===== src/rtl/uart_rx.sv =====
// uart_rx: 16x-oversampled LSB-first UART receiver with a one-entry holding register.
// Define UART_RX_PARITY_EN to expect an even-parity bit between the data and stop bits.
module uart_rx #(
    parameter int DBIT       = 8,
    parameter int SB_TICK    = 16,
    parameter int CLOCK_FREQ = 100_000_000,
    parameter int BAUD_RATE  = 115_200
) (
    input  logic            clk,
    input  logic            reset,
    input  logic            rx,
    input  logic            rd,
    output logic [DBIT-1:0] rx_dout,
    output logic            rx_valid,
    output logic            rx_done_tick,
    output logic            frame_err,
    output logic            overrun_err,
    output logic            parity_err
);

    localparam int DIV = CLOCK_FREQ / (BAUD_RATE * 16);
    localparam int CW  = (DIV > 2) ? $clog2(DIV) : 1;
    localparam int NW  = (DBIT > 1) ? $clog2(DBIT) : 1;

    // state  | meaning
    // IDLE   | line idle, waiting for a low level once armed
    // START  | half a start bit, confirming the low level at mid-bit
    // DATA   | shifting in DBIT data bits, LSB first, at mid-bit
    // PARITY | sampling the even-parity bit (UART_RX_PARITY_EN only)
    // STOP   | sampling the stop bit, then commit or discard
`ifdef UART_RX_PARITY_EN
    typedef enum logic [2:0] {IDLE, START, DATA, PARITY, STOP} state_t;
`else
    typedef enum logic [2:0] {IDLE, START, DATA, STOP} state_t;
`endif

    logic [CW-1:0]   baud_cnt;
    logic            s_tick;
    logic            rx_meta;
    logic            rx_s;
    logic [1:0]      sync_fill;
    logic            armed;

    state_t          state, state_n;
    logic [3:0]      s_reg, s_n;
    logic [NW-1:0]   n_reg, n_n;
    logic [DBIT-1:0] b_reg, b_n;
    logic            commit;
    logic            ferr;
`ifdef UART_RX_PARITY_EN
    logic            par_bad, par_n;
    logic            perr;
`endif

    assign s_tick = (baud_cnt == CW'(DIV - 1));

    always_ff @(posedge clk) begin
        if (reset) begin
            baud_cnt <= '0;
        end else if (s_tick) begin
            baud_cnt <= '0;
        end else begin
            baud_cnt <= baud_cnt + CW'(1);
        end
    end

    // sync_fill keeps the reset value of the synchronizer from arming the receiver;
    // only a genuinely sampled high line counts.
    always_ff @(posedge clk) begin
        if (reset) begin
            rx_meta   <= 1'b1;
            rx_s      <= 1'b1;
            sync_fill <= 2'b00;
            armed     <= 1'b0;
        end else begin
            rx_meta   <= rx;
            rx_s      <= rx_meta;
            sync_fill <= {sync_fill[0], 1'b1};
            if (rx_s && sync_fill[1]) begin
                armed <= 1'b1;
            end
        end
    end

    always_ff @(posedge clk) begin
        if (reset) begin
            state <= IDLE;
            s_reg <= '0;
            n_reg <= '0;
            b_reg <= '0;
`ifdef UART_RX_PARITY_EN
            par_bad <= 1'b0;
`endif
        end else begin
            state <= state_n;
            s_reg <= s_n;
            n_reg <= n_n;
            b_reg <= b_n;
`ifdef UART_RX_PARITY_EN
            par_bad <= par_n;
`endif
        end
    end

    always_comb begin
        state_n = state;
        s_n     = s_reg;
        n_n     = n_reg;
        b_n     = b_reg;
        commit  = 1'b0;
        ferr    = 1'b0;
`ifdef UART_RX_PARITY_EN
        par_n   = par_bad;
        perr    = 1'b0;
`endif
        case (state)
            IDLE: begin
                if (!rx_s && armed) begin
                    state_n = START;
                    s_n     = '0;
                end
            end
            START: begin
                if (s_tick) begin
                    if (s_reg == 4'd7) begin
                        if (!rx_s) begin
                            state_n = DATA;
                            s_n     = '0;
                            n_n     = '0;
                        end else begin
                            state_n = IDLE;
                        end
                    end else begin
                        s_n = s_reg + 4'd1;
                    end
                end
            end
            DATA: begin
                if (s_tick) begin
                    if (s_reg == 4'd15) begin
                        s_n = '0;
                        b_n = {rx_s, b_reg[DBIT-1:1]};
                        if (n_reg == NW'(DBIT - 1)) begin
`ifdef UART_RX_PARITY_EN
                            state_n = PARITY;
`else
                            state_n = STOP;
`endif
                        end else begin
                            n_n = n_reg + NW'(1);
                        end
                    end else begin
                        s_n = s_reg + 4'd1;
                    end
                end
            end
`ifdef UART_RX_PARITY_EN
            PARITY: begin
                if (s_tick) begin
                    if (s_reg == 4'd15) begin
                        s_n     = '0;
                        par_n   = ^{b_reg, rx_s};
                        state_n = STOP;
                    end else begin
                        s_n = s_reg + 4'd1;
                    end
                end
            end
`endif
            STOP: begin
                if (s_tick) begin
                    if (s_reg == 4'(SB_TICK - 1)) begin
                        state_n = IDLE;
                        s_n     = '0;
                        if (!rx_s) begin
                            ferr = 1'b1;
`ifdef UART_RX_PARITY_EN
                        end else if (par_bad) begin
                            perr = 1'b1;
`endif
                        end else begin
                            commit = 1'b1;
                        end
                    end else begin
                        s_n = s_reg + 4'd1;
                    end
                end
            end
            default: begin
                state_n = IDLE;
            end
        endcase
    end

    // A read in the commit clock consumes the old byte, so the new one is not an overrun.
    always_ff @(posedge clk) begin
        if (reset) begin
            rx_dout      <= '0;
            rx_valid     <= 1'b0;
            rx_done_tick <= 1'b0;
            frame_err    <= 1'b0;
            overrun_err  <= 1'b0;
        end else begin
            rx_done_tick <= commit;
            frame_err    <= ferr;
            overrun_err  <= commit && rx_valid && !rd;
            if (commit) begin
                rx_dout  <= b_reg;
                rx_valid <= 1'b1;
            end else if (rd) begin
                rx_valid <= 1'b0;
            end
        end
    end

`ifdef UART_RX_PARITY_EN
    always_ff @(posedge clk) begin
        if (reset) begin
            parity_err <= 1'b0;
        end else begin
            parity_err <= perr;
        end
    end
`else
    assign parity_err = 1'b0;
`endif

endmodule

===== config.mk =====
export PLATFORM = sky130hd
export DESIGN_NAME = uart_rx
export DESIGN_NICKNAME = d
export VERILOG_FILES = /design/src/rtl/uart_rx.sv
export SDC_FILE = /design/constraint.sdc
export NUM_CORES = 1
export LEC_CHECK = 0
export BUFFER_PORTS_ARGS = -buffer_cell sky130_fd_sc_hd__clkbuf_2
export CORE_MARGIN = 2
export CORE_UTILIZATION = 50
export DETAILED_ROUTE_END_ITERATION = 8
export PLACE_DENSITY = 0.82
export SYNTH_ARGS = -nofsm -noshare
export SYNTH_HDL_FRONTEND = slang
export SYNTH_SLANG_ARGS = --single-unit
export TNS_END_PERCENT = 20

===== constraint.sdc =====
create_clock -name clk -period 1.5 [get_ports clk]
set_clock_uncertainty 0.1 [all_clocks]
set_input_delay 0.375 -clock clk [delete_from_list [all_inputs] [get_ports clk]]
set_output_delay 0.375 -clock clk [all_outputs]
set_load 0.01 [all_outputs]

==> reports/results.ini <==
[timing]
tns_ns=-4.07
finalCritPeriodShare=1.16
min_period_ns=1.74
finalMaxSlewViolations=0
rsz0062_at_grt=true
hold_viol_final=0
fmax_mhz=576
fin_ws_ns=-0.238
setup_violations=29

[cells_and_area]
antenna_cells=0
drive_gt1_frac=0.377
layout.nets=221
areaGrowthSynthToFinish_pct=26.1
fillers=244
design_area_sq_mm=0.00216

[setup_path]
crit_required_ns=1.65
crit_chain=inv_2 > ha_4 > nand2_8 > buf_6 > nor4_4 > buf_4 > mux2i_1 > nor2_1
r2r-end=rx_dout[7]$_SDFFE_PP0P_
reg2regPathDepth=8
cp_top_family=simple AND/OR/NAND/NOR gates
path_max_fanout=6
path_buf_inv=3
reg2reg_slack_ns=-0.24
cp_slowest_cell=dfxtp_2
critPathArrivalTime_ns=1.89
start_kind=flop
r2r_start=baud_cnt[1]$_SDFF_PP0_
endpoint_kind=flop
path_class=flop to flop
slowest_delay_ns=0.35

[cts]
tritoncts=built
holdBufCountCts=0
cts_buffers=5
insertion_delay_ns=0.36
cts_buffer_depth=2
numClockSinks=40
clockRootBuffer=clkbuf_4
htree_levels=2
clk_pin_slew_ns=0.12

[global_routing]
grt_pass1_wl_um=6270
antenna_found_initial=0
grt_pass1_vias=1404
grt_usage=0.205
grt_max_degree=23
grt_overflow_total=0

[synthesis]
synth_top_area_share=0.468
synth-async-reset-ratio=0
netlist_instances=166
synthFlopType=dfxtp_1
synth.ff_latch_count=40
netlist_area_sq_mm=0.00171
synth_warnings=0
synth_nets=175
synth_top_area_cell=dfxtp_1
synth_cell_types=43
netlist_top_cells_area=dfxtp_1 47%, mux2i_1 9.4%, nor2_1 5.0%
yosysSeqAreaShare=0.468
synth_edf_count=0
postSynthAreaPerCell_sq_um=10.3

[floorplanning]
io_pins=17
initial_core_util=0.517
num_rows=21
die_w_um=62.5
die_h_um=62.5
die_area_sq_mm=0.00391
fp.coreArea_sq_mm=0.00331

[route]
drcViolationCount=0
wl_per_cell_um=14.7
dr_total_vias=1410
dr.first_iter.drc_count=92
viasPerCell=5.47
dr.pass1.iters=4
ant_nets=0
totalWireLength_um=3800

[worst_hold_path]
hold_start=rx
holdPathStages=2
hold_class=input port to flop
holdPathEnd=rx_meta$_SDFF_PP1_

[place]
gp_congestion=0.841
post_dp_cell_area_sq_mm=0.00202
hpwl_um=2530
port_buffers=15

[outcome]
violations=negative setup slack
status=finished with violations

[power_and_ir_drop]
total_leakage_power_uw=0.000894
vdd_drop_max_mv=0.514
powerDensity_mw_per_mm2=792

[run]
cap_violations=0

-- worst register-to-register path: stages, from the launching register on --
cell and delay [ns]:
dfxtp_2 0.35, inv_2 0.05, ha_4 0.16, nand2_8 0.08, buf_6 0.13, nor4_4 0.23, buf_4 0.20, mux2i_1 0.24
nor2_1 0.10
-- synth_stat cells, types with 2 or more instances --
| cell | instances |
|---|---|
| ha_1 | 5 |
| nor4_4 | 2 |
| inv_1 | 5 |
| buf_4 | 2 |
| xnor2_1 | 3 |
| buf_2 | 3 |
| nand3_1 | 6 |
| a211oi_1 | 2 |
| nor2_1 | 23 |
| nor3_1 | 10 |
| a22o_1 | 2 |
| xor2_1 | 2 |
| nor2b_1 | 2 |
| dfxtp_1 | 40 |
| a21oi_1 | 6 |
| and4_1 | 2 |
| nand3b_1 | 3 |
| or2_2 | 3 |
| clkbuf_1 | 4 |
| mux2i_1 | 16 |
| nand2_1 | 3 |
-- worst max-delay path by stage --
| stage | start | end | cells past startpoint |
|---|---|---|---|
| after detailed placement | s_reg[1]$_SDFFE_PP0P_ | rx_dout[6]$_SDFFE_PP0P_ | 6 |
| after global routing | baud_cnt[1]$_SDFF_PP0_ | rx_dout[7]$_SDFFE_PP0P_ | 8 |
| final | baud_cnt[1]$_SDFF_PP0_ | rx_dout[7]$_SDFFE_PP0P_ | 8 |
| after floorplan | baud_cnt[1]$_SDFF_PP0_ | n_reg[0]$_SDFFE_PP0P_ | 7 |
| after global placement | s_reg[1]$_SDFFE_PP0P_ | rx_dout[0]$_SDFFE_PP0P_ | 6 |
| after CTS | baud_cnt[1]$_SDFF_PP0_ | rx_dout[6]$_SDFFE_PP0P_ | 8 |
-- logic make-up after synthesis --
logic type | count (synthesis) | synth area share
XOR/XNOR | 5 | 0.0256
buffers and inverters | 15 | 0.0439
AO/OA/AOI/OAI | 17 | 0.0716
other | 1 | 0.00219
AND/OR/NAND/NOR | 66 | 0.250
adder cells (fa/ha/maj) | 5 | 0.0365
flip-flops | 40 | 0.468
multiplexers | 17 | 0.102
-- cells in the final DEF, fill, tap and decap left out, types with 3 or more instances in the layout --
cell type  instances
dfxtp_1           34
mux2i_1           16
nor3_1            10
nor4_4             3
dfxtp_2            6
nor2_1            22
ha_1               3
xnor2_1            3
nand2_1            3
inv_1              4
clkbuf_4           5
a21oi_1            6
or2_2              3
nand3b_1           3
clkbuf_2          15
buf_4             32
nand3_1            6
-- area by class of cell --
type	instances	area (sq um)	area share
sequential	40	808	0.374
clock buffer	5	37.5	0.0174
multi-input combinational	111	886	0.410
timing repair buffer	49	338	0.157
inverter	5	18.8	0.00870
clock inverter	2	12.5	0.00580
tap	46	57.6	0.0267
-- power by group --
group          switching, uW  internal [uW]
sequential              11.0           1080
combinational           48.2           45.5
clock                    357            171
total                    417           1290
-- stage by stage --
stage	total power [uW]	instances	hold slack, ns	utilization	setup slack [ns]
after global routing	1770	258	0.0723	0.652	-0.279
final	1710	258	0.0939	0.652	-0.238
after global placement	1190	245	0.293	0.611	-0.107
after detailed placement	1190	245	0.292	0.611	-0.185
after floorplan	1160	166	0.289	-	-0.0946
after CTS	1710	255	0.0839	0.642	-0.142
-- metal layers --
layer | part of all wire | up-vias | GRT usage | wire length, um
li1 | - | 673 | - | -
met1 | 0.39 | 687 | 0.216 | 1500
met2 | 0.55 | 40 | 0.374 | 2070
met3 | 0.037 | 10 | 0.0685 | 142
met4 | 0.022 | 0 | 0.0778 | 85
met5 | 0 | - | 0 | 0
-- timing repair --
action                                  in CTS  in global routing
cloned                                       1                  0
pin swaps                                    9                  3
gates resized for setup                     10                  2
endpoints found under the setup margin      27                 29
setup buffers                                2                  3
Power figures use the tool's default switching activity.
